### src/rtl/load_store_unit.sv
`default_nettype none
// ============================================================================
// Module   : load_store_unit
// Purpose  : Sequences one RV32I load or store at a time onto a word-addressed
//            memory port. Stores are lane-shifted with matching byte enables;
//            loads have the addressed byte/halfword extracted and sign- or
//            zero-extended so load_data can go straight to the register file.
// Ports    : clk, rst               - clock, synchronous active-high reset
//            req_valid/req_ready    - request handshake (ready only in IDLE)
//            req_write, funct3      - store/load select and RV32I width code
//            addr, store_data       - byte address and rs2 value
//            done, err              - one-cycle completion / error pulses
//            load_data              - extended load result
//            mem_address, mem_read, mem_write, mem_wdata, mem_byte_enable,
//            mem_rdata, mem_resp    - memory port
// Revision : 1.0 - initial release
// ============================================================================
module load_store_unit #(
    parameter int unsigned TIMEOUT_CYCLES = 256
) (
    input  logic        clk,
    input  logic        rst,
    input  logic        req_valid,
    output logic        req_ready,
    input  logic        req_write,
    input  logic [2:0]  funct3,
    input  logic [31:0] addr,
    input  logic [31:0] store_data,
    output logic        done,
    output logic        err,
    output logic [31:0] load_data,
    output logic [31:0] mem_address,
    output logic        mem_read,
    output logic        mem_write,
    output logic [31:0] mem_wdata,
    output logic [3:0]  mem_byte_enable,
    input  logic [31:0] mem_rdata,
    input  logic        mem_resp
);

    localparam logic [1:0]  c_IDLE    = 2'd0;
    localparam logic [1:0]  c_BUSY    = 2'd1;
    localparam logic [1:0]  c_RESP    = 2'd2;
    localparam logic [15:0] c_TIMEOUT = 16'(TIMEOUT_CYCLES);

    // Registered state and outputs
    logic [1:0]  r_state;
    logic        r_done;
    logic        r_err;
    logic [31:0] r_load_data;
    logic [31:0] r_mem_address;
    logic        r_mem_read;
    logic        r_mem_write;
    logic [31:0] r_mem_wdata;
    logic [3:0]  r_mem_be;
    logic [2:0]  r_funct3;
    logic [1:0]  r_addr_lo;
    logic [15:0] r_count;

    // Next-state values
    logic [1:0]  w_state_nxt;
    logic        w_done_nxt;
    logic        w_err_nxt;
    logic [31:0] w_load_data_nxt;
    logic [31:0] w_mem_address_nxt;
    logic        w_mem_read_nxt;
    logic        w_mem_write_nxt;
    logic [31:0] w_mem_wdata_nxt;
    logic [3:0]  w_mem_be_nxt;
    logic [2:0]  w_funct3_nxt;
    logic [1:0]  w_addr_lo_nxt;
    logic [15:0] w_count_nxt;

    // Request decode
    logic        w_legal_f3;
    logic        w_aligned;
    logic        w_legal;
    logic [3:0]  w_req_be;
    logic [31:0] w_req_wdata;

    // Load extraction
    logic [7:0]  w_byte;
    logic [15:0] w_half;
    logic        w_signed;
    logic [31:0] w_load_ext;
    logic [15:0] w_count_inc;

    // ------------------------------------------------------------------
    // Request legality, enables and lane-shifted write data
    // ------------------------------------------------------------------
    always_comb begin
        w_legal_f3 = 1'b0;
        if (req_write) begin
            w_legal_f3 = funct3 inside {3'b000, 3'b001, 3'b010};
        end else begin
            w_legal_f3 = funct3 inside {3'b000, 3'b001, 3'b010, 3'b100, 3'b101};
        end

        // funct3[1:0] encodes access size for both loads and stores
        case (funct3[1:0])
            2'b01:   w_aligned = ~addr[0];
            2'b10:   w_aligned = (addr[1:0] == 2'b00);
            default: w_aligned = 1'b1;
        endcase

        w_legal = w_legal_f3 & w_aligned;

        w_req_be    = 4'b0000;
        w_req_wdata = 32'h0000_0000;
        if (req_write) begin
            case (funct3[1:0])
                2'b00:   w_req_be = 4'b0001 << addr[1:0];
                2'b01:   w_req_be = 4'b0011 << addr[1:0];
                default: w_req_be = 4'b1111;
            endcase
            w_req_wdata = store_data << {addr[1:0], 3'b000};
        end
    end

    // ------------------------------------------------------------------
    // Load lane extraction from the latched width code and byte offset
    // ------------------------------------------------------------------
    always_comb begin
        case (r_addr_lo)
            2'd0:    w_byte = mem_rdata[7:0];
            2'd1:    w_byte = mem_rdata[15:8];
            2'd2:    w_byte = mem_rdata[23:16];
            default: w_byte = mem_rdata[31:24];
        endcase
        w_half   = r_addr_lo[1] ? mem_rdata[31:16] : mem_rdata[15:0];
        // funct3[2] set means lbu/lhu
        w_signed = ~r_funct3[2];
        case (r_funct3[1:0])
            2'b00:   w_load_ext = {{24{w_signed & w_byte[7]}}, w_byte};
            2'b01:   w_load_ext = {{16{w_signed & w_half[15]}}, w_half};
            default: w_load_ext = mem_rdata;
        endcase
    end

    assign w_count_inc = r_count + 16'd1;

    // ------------------------------------------------------------------
    // Next-state and registered-output logic
    // ------------------------------------------------------------------
    always_comb begin
        w_state_nxt       = r_state;
        w_done_nxt        = 1'b0;
        w_err_nxt         = 1'b0;
        w_load_data_nxt   = r_load_data;
        w_mem_address_nxt = r_mem_address;
        w_mem_read_nxt    = r_mem_read;
        w_mem_write_nxt   = r_mem_write;
        w_mem_wdata_nxt   = r_mem_wdata;
        w_mem_be_nxt      = r_mem_be;
        w_funct3_nxt      = r_funct3;
        w_addr_lo_nxt     = r_addr_lo;
        w_count_nxt       = r_count;

        case (r_state)
            c_IDLE: begin
                if (req_valid) begin
                    if (w_legal) begin
                        w_state_nxt       = c_BUSY;
                        w_funct3_nxt      = funct3;
                        w_addr_lo_nxt     = addr[1:0];
                        w_mem_address_nxt = {addr[31:2], 2'b00};
                        w_mem_wdata_nxt   = w_req_wdata;
                        w_mem_be_nxt      = w_req_be;
                        w_mem_read_nxt    = ~req_write;
                        w_mem_write_nxt   = req_write;
                        w_count_nxt       = 16'd0;
                    end else begin
                        // Illegal request: flag it and stay ready
                        w_err_nxt = 1'b1;
                    end
                end
            end

            c_BUSY: begin
                if (mem_resp) begin
                    w_mem_read_nxt  = 1'b0;
                    w_mem_write_nxt = 1'b0;
                    w_done_nxt      = 1'b1;
                    w_state_nxt     = c_RESP;
                    // load_data only changes on a completed load
                    if (r_mem_read) begin
                        w_load_data_nxt = w_load_ext;
                    end
                end else begin
                    w_count_nxt = w_count_inc;
                    if (w_count_inc == c_TIMEOUT) begin
                        w_mem_read_nxt  = 1'b0;
                        w_mem_write_nxt = 1'b0;
                        w_err_nxt       = 1'b1;
                        w_state_nxt     = c_IDLE;
                    end
                end
            end

            c_RESP: begin
                w_state_nxt = c_IDLE;
            end

            default: begin
                w_state_nxt     = c_IDLE;
                w_mem_read_nxt  = 1'b0;
                w_mem_write_nxt = 1'b0;
            end
        endcase
    end

    always_ff @(posedge clk) begin
        if (rst) begin
            r_state       <= c_IDLE;
            r_done        <= 1'b0;
            r_err         <= 1'b0;
            r_load_data   <= 32'h0000_0000;
            r_mem_address <= 32'h0000_0000;
            r_mem_read    <= 1'b0;
            r_mem_write   <= 1'b0;
            r_mem_wdata   <= 32'h0000_0000;
            r_mem_be      <= 4'b0000;
            r_funct3      <= 3'b000;
            r_addr_lo     <= 2'b00;
            r_count       <= 16'd0;
        end else begin
            r_state       <= w_state_nxt;
            r_done        <= w_done_nxt;
            r_err         <= w_err_nxt;
            r_load_data   <= w_load_data_nxt;
            r_mem_address <= w_mem_address_nxt;
            r_mem_read    <= w_mem_read_nxt;
            r_mem_write   <= w_mem_write_nxt;
            r_mem_wdata   <= w_mem_wdata_nxt;
            r_mem_be      <= w_mem_be_nxt;
            r_funct3      <= w_funct3_nxt;
            r_addr_lo     <= w_addr_lo_nxt;
            r_count       <= w_count_nxt;
        end
    end

    // req_ready is a pure decode of the registered state
    assign req_ready       = (r_state == c_IDLE);
    assign done            = r_done;
    assign err             = r_err;
    assign load_data       = r_load_data;
    assign mem_address     = r_mem_address;
    assign mem_read        = r_mem_read;
    assign mem_write       = r_mem_write;
    assign mem_wdata       = r_mem_wdata;
    assign mem_byte_enable = r_mem_be;

endmodule
`default_nettype wire

### config.mk
export PLATFORM = sky130hd
export DESIGN_NAME = load_store_unit
export DESIGN_NICKNAME = d
export VERILOG_FILES = /design/src/rtl/load_store_unit.sv
export SDC_FILE = /design/constraint.sdc
export NUM_CORES = 1
export LEC_CHECK = 0
export CORE_MARGIN = 2
export CORE_UTILIZATION = 35
export CTS_BUF_LIST = sky130_fd_sc_hd__clkbuf_8
export CTS_CLUSTER_DIAMETER = 150
export DETAILED_ROUTE_END_ITERATION = 7
export GPL_TIMING_DRIVEN = 0
export PLACE_DENSITY = 0.65
export SYNTH_ARGS = -nofsm -noshare
export SYNTH_HDL_FRONTEND = slang
export SYNTH_SLANG_ARGS = --single-unit
### constraint.sdc
create_clock -name clk -period 3 [get_ports clk]
set_input_delay 0.3 -clock clk [delete_from_list [all_inputs] [get_ports clk]]
set_output_delay 0.3 -clock clk [all_outputs]
set_load 0.02 [all_outputs]
Word level (Yosys, flattened, before mapping)
Cells that the tools add are included.

cells by class
  add/subtract/negate cells = 1
  multipliers = 0
  divide/modulo/power cells = 0
  magnitude comparators = 0
  eq/ne operators = 16
  shifts and indexed selects = 3
  multiplexer cells = 31
  bitwise gates (word level) = 8
  reductions and logical operators = 15

operators with widths
  operator                                                           number
  16-bit 2-to-1 mux                                                  4
  32-bit case mux with 2 select lines                                1
  32-bit 2-to-1 mux                                                  1
  16-bit case mux with 2 select lines                                1
  32-bit by 5-bit << shifter with 32-bit output                      1
  8-bit case mux with 3 select lines                                 1
  16-bit by 1-bit adder with 16-bit output (second input constant)   1
  16-bit by 9-bit == test with 1-bit output (second input constant)  1
  1-bit 2-to-1 mux                                                   12
  2-bit logical NOT                                                  5
  3-bit AND reduction                                                3
  2-bit by 1-bit == test with 1-bit output (second input constant)   4
  2-bit 2-to-1 mux                                                   4
  4-bit case mux with 2 select lines                                 1
  4-bit AND reduction                                                2
  2-bit == test (second input constant)                              3
  3-bit == test (second input constant)                              2
  1-bit case mux with 3 select lines                                 2
  1-bit inverter                                                     5
  5-bit nonzero test                                                 1
  4-bit 2-to-1 mux                                                   1
  2-bit inequality test (second input constant)                      2
  1-bit case mux with 2 select lines                                 2
  2-bit case mux with 2 select lines                                 1
  11 further kinds                                                   13

storage, ports and cells
  flip-flop bits (word level) = 125
  latch bits = 0
  RAM bits = 0
  ROM bits = 0
  input bits = 104
  output and inout bits = 105
  logic and storage cells = 86
  memories kept = 0

Logic depth before layout (Yosys ltp)
  depth in word-level cells = 7
  gate-level depth with buffers = 12
  gate-level depth less buffers = 8

Worst setup path after synthesis
No wires, ideal clock.

  path kind = input -> register
  start point = in funct3[1]
  end point = reg r_mem_wdata[14], in the netlist mem_wdata[14]
  setup time = 0.070 ns
  arrival time = 2.127 ns
  required time = 2.930 ns
  setup slack = 0.802 ns
  cell stages on the path = 11
  path buffers = 3
  path through = inv_1 > ha_1 > buf_4 > o21bai_1 > a211o_1 > a21o_1 > or2_1 > buf_2 > buf_6 > or3_1 > a21oi_1

between the ends
  word-level cells in the longest chain between the ends = 5
  elaborated cells on any way between the ends = 13
  classes of those cells = eq/ne (6); mux (2); bitwise (1); reduce/logical (4)

RTL lines
  what                                                              line    RTL
  from (decl)                                                       26      input logic [2:0] funct3,
  3-bit by 1-bit == test with 1-bit output (tied with other cells)  94, 96
  5-bit nonzero test or 3-bit nonzero test (tied branches)          96, 94
  1-bit 2-to-1 mux                                                  93      if (req_write) begin
  1-bit bitwise AND *                                               106     w_legal = w_legal_f3 & w_aligned;
  3-bit AND reduction (no line) *                                   -
  to (signal assigned)                                              234     r_mem_wdata <= w_mem_wdata_nxt;
  to (decl)                                                         54      logic [31:0] r_mem_wdata;

Every way passes the cells marked *; elsewhere a longest branch is shown, timed or not.
A chain may end at the register's enable or synchronous reset.

Worst setup path in the final report
  start point = reg r_state[0]
  end point = reg r_load_data[25], in the netlist load_data[25]

between the ends
  word-level cells in the longest chain between the ends = 2

RTL lines
  what                                      line  RTL
  from (decl)                               47    logic [1:0] r_state;
  from (signal assigned)                    214   r_state <= c_IDLE;
  from (signal assigned)                    227   r_state <= w_state_nxt;
  2-bit by 1-bit == test with 1-bit output  159   case (r_state)
  3-bit AND reduction (no line)             -
  to (signal assigned)                      230   r_load_data <= w_load_data_nxt;
  to (decl)                                 50    logic [31:0] r_load_data;

Every way passes these cells.

==> run metrics <==
average wire per standard cell 16.2 um; Tightest Hold Check Type input pin to flop; CP Capture Type flop; crit path kind flop to flop; startpoint class of the critical path flop; die height 133 um; commonest non-fill, non-tap cell in the layout clkdlybuf4s50_1; largest net degree at the start of global routing 17; core area 16500 um2; Tot Pwr 3.82 mW; CTS Sinks 125; Ys Warns 0; CP arrival 2980 ps; share of cells above drive strength 1 0.0507; Synth top area share 0.428; Hold Crit Depth 3; Synth cell types 48; Synth area leader dfxtp_1; footprint of the multi-input gates 3040 um2; Worst Path Max Fanout 10; row cnt 47; R2R depth 6; cell family with most CP delay buffers and inverters; Nets 1101; post-layout util 0.521; register clock-pin slew on the reported worst setup and hold paths 90 ps; Non-Filler Instances 1226; Initial Utilization 0.355; RR Endpoint load_data[25]; vias in the first global route 5882; GRT overflow 0; total negative setup slack 0 ps; starting DRC count in detailed routing 397; DRC viols 0; CTS tree done; placed insts 1194; Critical Path RT 3310 ps; fmax 375 MHz; Worst IR Drop VDD 0.338 mV; CTS Hold Buffers Added 0; Syn Inst Count 769; post-route cell area 8570 um2; Final Hold Fails 0; asr flop ratio synth 0; R2R Setup Slk 330 ps; diodes inserted 0; WHS Endpoint r_state[1]; H-tree Lvls 4; synthesis-to-finish area growth 46.8%; Die Span X 133 um; most frequent cells in the layout clkdlybuf4s50_1, nand2_1, a21oi_1; Final GP Congestion 0.863; Worst Hold Launch mem_resp; slew at the pin closest to its max-slew limit 709 ps; # setup viols final 0; first-pass GRT wire length 30800 um; max incr delay on CP 650 ps; IO Pins 209; CP cell instances nor2b_1 -> clkbuf_1 -> nand3_1 -> a21oi_1 -> buf_2 -> a211oi_1; Slowest cell on crit path a21oi_1; DRT Pass-1 Iters 5; P_leak 2.84 nW; DR vias 6321; average size of a mapped cell 7.60 um2; placed cell area 8160 um2; HPWL after DPL 14700 um; cts bufs inserted 17; clk_lat worst skew 450 ps; Final ANT Viol Nets 0; post-synthesis cell area 5840 um2; clk_skew 10.3 ps; worst reg2reg path startpoint r_state[0]; I/O Buffers 204; fin crit share 0.890; sequential fraction of the synthesis area 0.428; register cell area after layout 2500 um2; initial antenna violation count 0; ys flop type dfxtp_1; number of fill cells in the layout 1638; status completed; clock period minus worst slack 2670 ps; Detailed Route WL 19900 um; Post-synth EDFFs 0; max-slew violations 0; via/cell ratio 5.16; WP buf/inv 2; register bit count reported by yosys 125; Max clock buf depth 2; total global-route track usage 0.219; Area contributors post-synth dfxtp_1, a21oi_1, nand2_1; power density over the cells 446 nW/um2; Die Area 17700 um2; RSZ-0062 raised after global routing no; Slew HR 0.527; clk root buf clkbuf_8; Max-cap violations 0
[metal layers]
layer	track usage	vias to the layer above	part of all wire
met5	0	-	0
met4	0.0703	0	0.015
met3	0.0731	24	0.087
met2	0.346	239	0.45
met1	0.284	2915	0.45
li1	-	3143	-
[what timing repair did]
item,in CTS,in global routing
gates resized for setup,0,2
setup endpoints to repair,0,3
buffers inserted,0,0
hold endpoints to repair,0,0
[per-stage QoR]
stage               worst slack (ps)  hold WS (ps)
detailed placement              -242           448
CTS                              214           228
finish                           330           239
global route                     134           293
global placement                -240           439
floorplan                        802           436
[layout make-up]
class | instances | share of cell area
multi-input cells | 572 | 0.355
clock inverters | 15 | 0.0206
flip-flops and latches | 125 | 0.292
well taps | 220 | 0.0321
inverters | 6 | 0.00263
plain buffers | 67 | 0.0324
repair buffers | 204 | 0.238
clock buffers | 17 | 0.0273
[cell families (layout without fill, tap and decap cells)]
group / count (synthesis) / count (layout) / synth area share
flops: 125 / 125 / 0.428
compound gates: 213 / 213 / 0.213
mux: 26 / 26 / 0.0463
fa+ha+maj: 4 / 4 / 0.00857
simple gates: 324 / 324 / 0.248
other cells: 1 / 2 / 0.000642
buf+inv: 73 / 309 / 0.0512
xor+xnor: 3 / 3 / 0.00450
[synth_stat cells (5+ instances only)]
| master | n |
|---|---|
| nand4_1 | 6 |
| and4_1 | 5 |
| dfxtp_1 | 125 |
| a21oi_1 | 128 |
| nor3_1 | 14 |
| a31oi_1 | 10 |
| nor2_1 | 64 |
| a211oi_1 | 26 |
| o22ai_1 | 5 |
| nor2b_1 | 14 |
| mux2_2 | 8 |
| o21ai_0 | 17 |
| and3_1 | 5 |
| clkbuf_1 | 54 |
| nand2_1 | 159 |
| or3_1 | 11 |
| inv_1 | 5 |
| o221ai_1 | 8 |
| nand3_1 | 27 |
| nor3b_1 | 7 |
| mux2i_1 | 18 |
| o2111ai_1 | 8 |
[where the power goes]
| group | switching [mW] | internal [mW] |
|---|---|---|
| Clock | 0.792 | 0.766 |
| Combinational | 0.296 | 0.257 |
| Sequential | 0.0197 | 1.69 |
[state kept, by name, indices dropped and copies added (netlist names)]
signal,count
mem_address,30
r_addr_lo,2
r_funct3,3
mem_wdata,32
mem_write,1
r_count,16
mem_byte_enable,4
done,1
load_data,32
err,1
r_state,2
mem_read,1
[how the worst max path moves through the flow]
stage	start	to	slack [ps]	cells past startpoint
after floorplan	funct3[1]	mem_wdata[14]	800	11
after global placement	funct3[1]	mem_wdata[23]	-240	10
after detailed placement	funct3[1]	mem_wdata[23]	-240	10
after CTS	funct3[1]	mem_wdata[23]	210	10
after global routing	funct3[0]	mem_wdata[23]	130	10
final	r_state[0]	load_data[25]	330	6
[worst min-delay path: stages]
cell and delay [ps]:
clkbuf_1 160, nand2_1 140, nor2_1 50
No activity file was read; power rests on OpenSTA's default activity.
